<file path="src/rtl/arrow_sequencer_pkg.sv">
// arrow_sequencer_pkg
// Shared definitions for the arrow pipeline: game state codes, arrow codes,
// their widths, and the pattern-LFSR helpers used by arrow_sequencer.
// No ports.
package arrow_sequencer_pkg;

  localparam int STATE_BITS      = 1;
  localparam int NUM_ARROWS_BITS = 2;

  typedef enum logic [STATE_BITS:0] {
    STATE_RESET = 2'd0,
    STATE_GAME  = 2'd1,
    STATE_PAUSE = 2'd2,
    STATE_END   = 2'd3
  } state_e;

  typedef logic [NUM_ARROWS_BITS:0] arrow_t;

  localparam arrow_t ARROW_NONE  = 3'd0;
  localparam arrow_t ARROW_LEFT  = 3'd1;
  localparam arrow_t ARROW_DOWN  = 3'd2;
  localparam arrow_t ARROW_UP    = 3'd3;
  localparam arrow_t ARROW_RIGHT = 3'd4;

  // Fibonacci LFSR, taps 16,14,13,11 (bit 15 is tap 16).
  function automatic logic [15:0] lfsr_step(input logic [15:0] l);
    return {l[14:0], l[15] ^ l[13] ^ l[12] ^ l[10]};
  endfunction

  // Bits [3:2] == 0 give a rest; otherwise bits [1:0] pick the direction.
  function automatic arrow_t lfsr_to_arrow(input logic [15:0] l);
    arrow_t a;
    if (l[3:2] == 2'b00) a = ARROW_NONE;
    else                 a = arrow_t'({1'b0, l[1:0]}) + ARROW_LEFT;
    return a;
  endfunction

endpackage

</file>
<file path="src/rtl/arrow_sequencer_rom.sv">
// arrow_rom
// Combinational song ROM: beat index -> arrow code. Indices at or beyond
// DEPTH read as ARROW_NONE. Only compiled when ARROW_SEQ_ROM_EN is defined.
// Ports:
//   idx_i   [7:0]  beat index (arrow loads performed so far)
//   arrow_o [2:0]  arrow code for that beat
`ifdef ARROW_SEQ_ROM_EN
module arrow_rom
  import arrow_sequencer_pkg::*;
#(
  parameter int DEPTH = 64
) (
  input  logic [7:0] idx_i,
  output arrow_t     arrow_o
);

  always_comb begin
    arrow_o = ARROW_NONE;
    if ({24'd0, idx_i} < DEPTH) begin
      case (idx_i[2:0])
        3'd0:    arrow_o = ARROW_LEFT;
        3'd1:    arrow_o = ARROW_DOWN;
        3'd2:    arrow_o = ARROW_NONE;
        3'd3:    arrow_o = ARROW_UP;
        3'd4:    arrow_o = ARROW_RIGHT;
        3'd5:    arrow_o = ARROW_LEFT;
        3'd6:    arrow_o = ARROW_NONE;
        default: arrow_o = ARROW_DOWN;
      endcase
    end
  end

endmodule
`endif

</file>
<file path="src/rtl/arrow_sequencer.sv">
// arrow_sequencer
// Game-flow controller for the arrow pipeline: owns the game state, makes
// the metronome beat and presents the next arrow code half a beat before
// each metronome rising edge.
// Configuration macro: ARROW_SEQ_ROM_EN -- when defined, pattern arrows come
// from arrow_rom indexed by beat_cnt and no LFSR is built; otherwise a
// 16-bit LFSR seeded with LFSR_SEED generates the pattern.
// Ports:
//   clk            system clock
//   rst_n          asynchronous active-low reset
//   start          one-cycle pulse: RESET->GAME, END->RESET
//   pause          one-cycle pulse: toggles GAME<->PAUSE
//   state          game state code
//   metronome_clk  beat square wave, high for the first half of each beat
//   next_arrow     arrow code to shift in at the next rising edge
//   beat_cnt       arrow loads performed this run
module arrow_sequencer
  import arrow_sequencer_pkg::*;
#(
  parameter int          BEAT_DIV   = 50_000_000,
  parameter int          SONG_BEATS = 64,
  parameter logic [15:0] LFSR_SEED  = 16'hACE1
) (
  input  logic                     clk,
  input  logic                     rst_n,
  input  logic                     start,
  input  logic                     pause,
  output logic [STATE_BITS:0]      state,
  output logic                     metronome_clk,
  output logic [NUM_ARROWS_BITS:0] next_arrow,
  output logic [7:0]               beat_cnt
);

  localparam int PH_W = $clog2(BEAT_DIV);
  localparam logic [PH_W-1:0] PH_LAST = PH_W'(BEAT_DIV - 1);
  localparam logic [PH_W-1:0] PH_LOAD = PH_W'(BEAT_DIV / 2 - 1);
  localparam logic [PH_W-1:0] PH_HALF = PH_W'(BEAT_DIV / 2);

  state_e          state_q, state_d;
  logic [PH_W-1:0] ph_q, ph_d;
  logic            metro_q, metro_d;
  arrow_t          arrow_q, arrow_d;
  logic [7:0]      beat_q, beat_d;
  arrow_t          pattern;

`ifdef ARROW_SEQ_ROM_EN
  arrow_rom #(.DEPTH(SONG_BEATS)) u_rom (
    .idx_i   (beat_q),
    .arrow_o (pattern)
  );
`else
  logic [15:0] lfsr_q, lfsr_d;
  assign pattern = lfsr_to_arrow(lfsr_q);
`endif

  always_comb begin
    state_d = state_q;
    ph_d    = ph_q;
    arrow_d = arrow_q;
    beat_d  = beat_q;
`ifndef ARROW_SEQ_ROM_EN
    lfsr_d  = lfsr_q;
`endif
    unique case (state_q)
      STATE_RESET: begin
        ph_d    = '0;
        arrow_d = ARROW_NONE;
        beat_d  = '0;
`ifndef ARROW_SEQ_ROM_EN
        lfsr_d  = LFSR_SEED;
`endif
        if (start) state_d = STATE_GAME;
      end
      STATE_GAME: begin
        // The cycle a pause is taken is treated as already paused: ph does
        // not advance and no load fires, so resuming replays it exactly.
        if (pause) begin
          state_d = STATE_PAUSE;
        end else begin
          ph_d = (ph_q == PH_LAST) ? '0 : ph_q + 1'b1;
          if (ph_q == PH_LOAD) begin
            if ({24'd0, beat_q} < SONG_BEATS) begin
              arrow_d = pattern;
              beat_d  = beat_q + 8'd1;
`ifndef ARROW_SEQ_ROM_EN
              lfsr_d  = lfsr_step(lfsr_q);
`endif
            end else if ({24'd0, beat_q} < SONG_BEATS + 4) begin
              // Four trailing rests drain the downstream four-deep buffer.
              arrow_d = ARROW_NONE;
              beat_d  = beat_q + 8'd1;
            end else begin
              state_d = STATE_END;
              arrow_d = ARROW_NONE;
            end
          end
        end
      end
      STATE_PAUSE: begin
        if (pause) state_d = STATE_GAME;
      end
      default: begin
        arrow_d = ARROW_NONE;
        if (start) state_d = STATE_RESET;
      end
    endcase

    // Registered metronome: computed from next-state so it rises together
    // with the first GAME cycle and stays frozen while paused.
    if (state_d == STATE_GAME)       metro_d = (ph_d < PH_HALF);
    else if (state_d == STATE_PAUSE) metro_d = metro_q;
    else                             metro_d = 1'b0;
  end

  always_ff @(posedge clk or negedge rst_n) begin
    if (!rst_n) begin
      state_q <= STATE_RESET;
      ph_q    <= '0;
      metro_q <= 1'b0;
      arrow_q <= ARROW_NONE;
      beat_q  <= '0;
`ifndef ARROW_SEQ_ROM_EN
      lfsr_q  <= LFSR_SEED;
`endif
    end else begin
      state_q <= state_d;
      ph_q    <= ph_d;
      metro_q <= metro_d;
      arrow_q <= arrow_d;
      beat_q  <= beat_d;
`ifndef ARROW_SEQ_ROM_EN
      lfsr_q  <= lfsr_d;
`endif
    end
  end

  assign state         = state_q;
  assign metronome_clk = metro_q;
  assign next_arrow    = arrow_q;
  assign beat_cnt      = beat_q;

endmodule

</file>
<file path="config.mk">
export PLATFORM = sky130hd
export DESIGN_NAME = arrow_sequencer
export DESIGN_NICKNAME = d
export VERILOG_FILES = /design/src/rtl/arrow_sequencer_pkg.sv /design/src/rtl/arrow_sequencer_rom.sv /design/src/rtl/arrow_sequencer.sv
export SDC_FILE = /design/constraint.sdc
export NUM_CORES = 1
export LEC_CHECK = 0
export BUFFER_PORTS_ARGS = -buffer_cell sky130_fd_sc_hd__buf_2
export CAP_MARGIN = 20
export CORE_UTILIZATION = 23
export CTS_CLUSTER_DIAMETER = 30
export DETAILED_ROUTE_END_ITERATION = 10
export GPL_TIMING_DRIVEN = 1
export PLACE_DENSITY = 0.48
export SETUP_SLACK_MARGIN = 0.3
export SLEW_MARGIN = 20
export SYNTH_ARGS = -nofsm -noshare
export SYNTH_HDL_FRONTEND = slang
export SYNTH_HIERARCHICAL = 1
export SYNTH_SLANG_ARGS = --single-unit
</file>
<file path="constraint.sdc">
create_clock -name clk -period 3 [get_ports clk]
set_input_delay 0.45 -clock clk [delete_from_list [all_inputs] [get_ports clk]]
set_output_delay 0.45 -clock clk [all_outputs]
set_load 0.03 [all_outputs]
</file>
; ---- Yosys cells after proc, flatten, opt, wreduce, memory -nomap -nowiden
; Cells that the tools add are included.
[op_classes]
addsub = 3
order_cmp = 3
n_eq_ne = 11
mux = 27
bitwise = 4
n_reduce_logical = 6
[op_table]
columns = cell, n
row1 = 26-bit two-way mux, 2
row2 = 26-bit case mux with 2 select lines, 1
row3 = 16-bit two-way mux, 3
row4 = 8-bit two-way mux, 4
row5 = 16-bit case mux with 2 select lines, 1
row6 = "26-bit by 1-bit adder with 26-bit output, second input constant", 1
row7 = "26-bit by 25-bit == test with 1-bit output, second input constant", 1
row8 = "26-bit == test, second input constant", 1
row9 = "26-bit by 25-bit less-than comparator with 1-bit output, second input constant", 1
row10 = "8-bit by 7-bit less-than comparator with 1-bit output, second input constant", 2
row11 = 8-bit case mux with 2 select lines, 1
row12 = 2-bit two-way mux, 7
row13 = 3-bit two-way mux, 4
row14 = "8-bit by 1-bit adder with 8-bit output, second input constant", 1
row15 = "2-bit != test, second input constant", 4
row16 = 4-bit AND reduction, 2
row17 = 2-bit case mux with 3 select lines, 1
row18 = 3-bit case mux with 2 select lines, 1
row19 = "2-bit by 1-bit == test with 1-bit output, second input constant", 2
row20 = "2-bit == test, second input constant", 2
row21 = 2-bit zero test, 2
row22 = "2-bit by 1-bit adder with 3-bit output, second input constant", 1
row23 = "3-bit != test, second input constant", 1
row24 = 3-bit AND reduction, 1
row25 = other kinds (4), 7
[word_totals]
regBits = 56
input_bits = 4
out_inout_bits = 14
elab_cells = 60

; ---- Longest topological paths before layout
[depth]
depth_word = 9
mapped_depth = 10
mapped_depth_nobuf = 9

; ---- Worst setup path after synthesis
; OpenSTA, ideal clock, no wires.
[synth_path]
path_type = reg2reg
startpoint = reg state_q[1] (netlist: state[1])
endpoint = reg metro_q (netlist: metronome_clk)
setup_ps = 86
arrival_time_ps = 2369
t_required_ps = 2914
path_slack_ps = 545
path_stages_with_launch = 9
n_path_buf = 0
synth_period_minus_slack_ps = 2455
cell_sequence = dfrtp_1 -> or2_2 -> nor3_1 -> mux2_2 -> a2bb2oi_1 -> o311a_1 -> o21ai_1 -> a31oi_1 -> nor3_1
[synth_via]
elab_chain_len = 7
word_cells_on_any_way = 17
cone_classes = 1 x order compare / 5 x eq/ne / 10 x mux / 1 x reduce/logical
[synth_rtl]
columns = item, line_no
row1 = from (decl), arrow_sequencer.sv:39  ; state_e state_q, state_d;
row2 = from (signal assigned), arrow_sequencer.sv:126  ; state_q <= state_d;
row3 = "parallel branches: the longest is 7 deep, another holds 26-bit by 25-bit less-than comparator with 1-bit output", --
row4 = to (signal assigned), arrow_sequencer.sv:128  ; metro_q <= metro_d;
row5 = to (decl), arrow_sequencer.sv:41  ; logic metro_q, metro_d;
; Parallel ways; which one is timed is not known.
; A chain may end at the register's enable or synchronous reset.

; ---- Worst setup path in the final report
[layout_path]
startpoint = reg ph_q[0]
endpoint = reg metro_q (netlist: metronome_clk)
[layout_via]
elab_chain_len = 6
word_cells_on_any_way = 14
cone_classes = 1 x add/sub / 1 x order compare / 5 x eq/ne / 7 x mux
[layout_rtl]
columns = item, line_no
row1 = from (decl), arrow_sequencer.sv:40  ; logic [PH_W-1:0] ph_q, ph_d;
row2 = from (signal assigned), arrow_sequencer.sv:127  ; ph_q <= ph_d;
row3 = 26-bit by 1-bit adder with 26-bit output (tied with other cells), arrow_sequencer.sv:80  ; ph_d = (ph_q == PH_LAST) ? '0 : ph_q + 1'b1;
row4 = 26-bit two-way mux or 2-bit two-way mux (tied branches), "arrow_sequencer.sv:80, arrow_sequencer.sv:81"
row5 = 26-bit two-way mux or 2-bit two-way mux (tied branches), arrow_sequencer.sv:77  ; if (pause) begin
row6 = 26-bit case mux with 2 select lines or 2-bit case mux with 3 select lines (tied branches), arrow_sequencer.sv:64  ; unique case (state_q)
row7 = 26-bit by 25-bit less-than comparator with 1-bit output (tied with other cells), arrow_sequencer.sv:110  ; if (state_d == STATE_GAME) metro_d = (ph_d < PH_HALF);
row8 = 1-bit two-way mux or 2-bit != test (tied branches), --
; Parallel ways exist; a longest one is shown, timed or not.

==> run_results.csv <==
group,metric,value,unit
synth,synth-adder-area-share,1.18,%
job,max-cap-violations,0,
synth,synthCells,322,
clock_tree,clock_latency,310,ps
timing,hold_ws,148,ps
floorplanning,rows,42,
global_route,grt_pass1_wl,12900,µm
floorplanning,fp.dieH,120,µm
synth,yosysWarnings,6,
global_route,grt_usage,11.4,%
pwr,total_power,2220,µW
worst_setup_path,cp_data_required_time,3220,ps
clock_tree,numCtsBuffers,5,
synth,yosys.area_share.simple,27.2,%
worst_setup_path,crit_family,"simple AND/OR/NAND/NOR gates",
timing,slew_headroom,58.3,%
clock_tree,root_buffer,"clkbuf_16",
timing,hold_violations,0,
worst_setup_path,worstSetupStartpointType,"flop",
floorplanning,dieArea,0.0143,mm²
worst_hold_path,hp-class,"in -> async",
worst_setup_path,crit_type,"reg -> reg",
clock_tree,clock-sinks,56,
synth,synth_common_cells,"48 x dfrtp_1, 40 x nor2_1, 30 x nand2_1",
global_route,antenna_found_initial,0,
timing,drv_slew,0,
worst_setup_path,worstPathArrival,2860,ps
synth,synth_top_area_share,37.7,%
global_route,first_global_vias,2425,
worst_setup_path,path_buf_inv,0,
pwr,power-per-cell-area,599,mW/mm²
clock_tree,htree_levels,2,
timing,finalCritPeriodShare,87.7,%
detailed_routing,vias,2530,
timing,fmax,0.380,GHz
worst_setup_path,timing.critical_path.slowest_stage_cell,"or4_4",
pwr,leakage,0.00153,µW
final_layout,drive_above_1_share,24.1,%
worst_setup_path,cp_cell_sequence,"ha_1, nand3_4, or4_4, or3b_4, xnor2_1, a32o_2, and3_2, nor3_1",
timing,worst_slew_pin_slew,626,ps
synth,yosys_most_used_dff,"dfrtp_1",
detailed_routing,drt-initial-drc-count,173,
placed_design,place.gp.congestion,0.806,
placed_design,dp_hpwl,5600,µm
floorplanning,io_pins,18,
synth,synthDistinctLibCells,66,
synth,synth_top_area_cell,"dfrtp_1",
clock_tree,tritoncts,"done",
worst_setup_path,path_max_fanout,10,
detailed_routing,ant_nets,0,
synth,synth.avg_cell_area,9.89,µm²
final_layout,insertedDiodeCount,0,
synth,synth_top_family_by_area,"simple AND/OR/NAND/NOR gates",
pwr,irDropWorstVdd,0.230,mV
timing,rsz0062_at_grt,"yes",
detailed_routing,via_per_inst,4.78,
timing,fin_worst_skew,7.29,ps
synth,synth-xor-area-share,6.88,%
synth,yosysMostFrequentCell,"dfrtp_1",
synth,ys_top_cells_by_area,"dfrtp_1 38%, dfstp_2 6.6%, xor2_1 5.0%, nor2_1 4.7%, nand2_1 3.5%",
synth,async_flop_share,100,%
synth,synth-seq-area-share,44.3,%
detailed_routing,wire_per_inst,14.9,µm
floorplanning,initial_utilization,23.8,%
floorplanning,core_area,0.0133,mm²
detailed_routing,first_pass_iters,4,
worst_setup_path,slowest_delay,580,ps
floorplanning,die_w,120,µm
synth,syn_area,0.00318,mm²
global_route,grt-ovfl-total,0,
placed_design,io_buffers,17,
final_layout,utilization,27.8,%
timing,period_minus_slack,2630,ps
synth,synth_nets,329,
synth,yosys_register_bits,56,
timing,setup_viol,0,
global_route,grt_start_max_net_pins,47,
final_layout,area_growth,16.4,%
worst_setup_path,crit_path_end_kind,"flop",
synth,synth-edff-count,0,
timing,final.setup.tns,0,ps
synth,synth-compound-area-share,14.7,%
clock_tree,clk_path_buf_depth,2,
placed_design,place_inst,521,
final_layout,n_fill_cell,1457,
detailed_routing,wl,7890,µm
final_layout,fin_nets,359,
synth,synthMuxAreaShare,1.65,%
final_layout,final_cells,529,
clock_tree,post-cts-setup-buffers,0,
run_status,status,"complete, no violations",
clock_tree,cts.clk_slew.worst_paths,80,ps
detailed_routing,route.detailed.drc,0,
## where the power goes
part	internal (µW)	total, µW	switching [µW]
sequential	804	874	70.5
clock	323	637	314
combinational	230	710	480
total	1360	2220	864
## cell type report
| cell class | count | area (µm²) | area share, % |
|---|---|---|---|
| Clock buffer | 5 | 125 | 3.38 |
| Clock inverter | 3 | 28.8 | 0.777 |
| Inverter | 8 | 30.0 | 0.810 |
| Multi-Input combinational cell | 246 | 1670 | 45.0 |
| Sequential cell | 56 | 1410 | 38.1 |
| Tap cell | 176 | 220 | 5.94 |
| Timing Repair Buffer | 35 | 223 | 6.01 |
## worst reg2reg max path, stage by stage, from the launching register on
cell     delay [ps]
dfrtp_1         430
ha_1            240
nand3_4         160
or4_4           580
or3b_4          410
xnor2_1         130
a32o_2          280
and3_2          200
nor3_1          110
## cell usage in the layout, fill, tap and decap left out, drive strengths merged, types with 10 or more instances in the layout
master,instances
dfrtp,48
nor2,40
buf,35
nand2,30
xor2,18
nand3,14
nor4,13
nor3,12
a22o,12
inv,11
nand4,10
## layer usage
metal / global-route usage (%) / vias up / wire length (µm)
met5: 0 / - / 0
met4: 3.59 / 0 / 94
met3: 2.19 / 9 / 218
met2: 17.1 / 29 / 3500
met1: 16.3 / 1257 / 4080
li1: - / 1235 / -
## state kept, by name, summed over array words and instances (netlist names)
signal         count
beat_cnt           8
metronome_clk      1
lfsr_q            16
next_arrow         3
state              2
ph_q              26
## path summary, 6_finish.rpt
| path | to | slack, ps | cells past startpoint | startpoint |
|---|---|---|---|---|
| worst min register to register | lfsr_q[9]$_DFFE_PN0P_ | 500 | 1 | lfsr_q[8]$_DFFE_PN0P_ |
| worst max-delay path | metronome_clk$_DFFE_PN0P_ | 370 | 8 | ph_q[0]$_DFFE_PN0P_ |
| max in group asynchronous | ph_q[18]$_DFF_PN0_ | 2240 | 2 | rst_n |
| worst min-delay path | lfsr_q[14]$_DFFE_PN0P_ | 150 | 1 | rst_n |
| min in group clk | lfsr_q[9]$_DFFE_PN0P_ | 500 | 1 | lfsr_q[8]$_DFFE_PN0P_ |
| worst max register to register | metronome_clk$_DFFE_PN0P_ | 370 | 8 | ph_q[0]$_DFFE_PN0P_ |
## cells by family after synthesis
kind of cell,Yosys count
AOI/OAI and AO/OA,61
xor gates and xnor gates,25
adders and majority gates,3
buffers and inverters,20
DFF,56
muxes,5
and+or+nand+nor,152
## metrics by stage
stage	setup WS [ps]	instance area (µm²)
2_1_floorplan	545	3180
3_3_place_gp	331	3520
3_5_place_dp	323	3520
4_1_cts	336	3680
5_1_grt	210	3710
6_report	368	3710
## what timing repair did
action,in CTS,in global routing
hold buffers,0,0
setup endpoints to repair,0,10
resized for setup,0,4
Note: power is estimated with default switching activity, not from simulation.
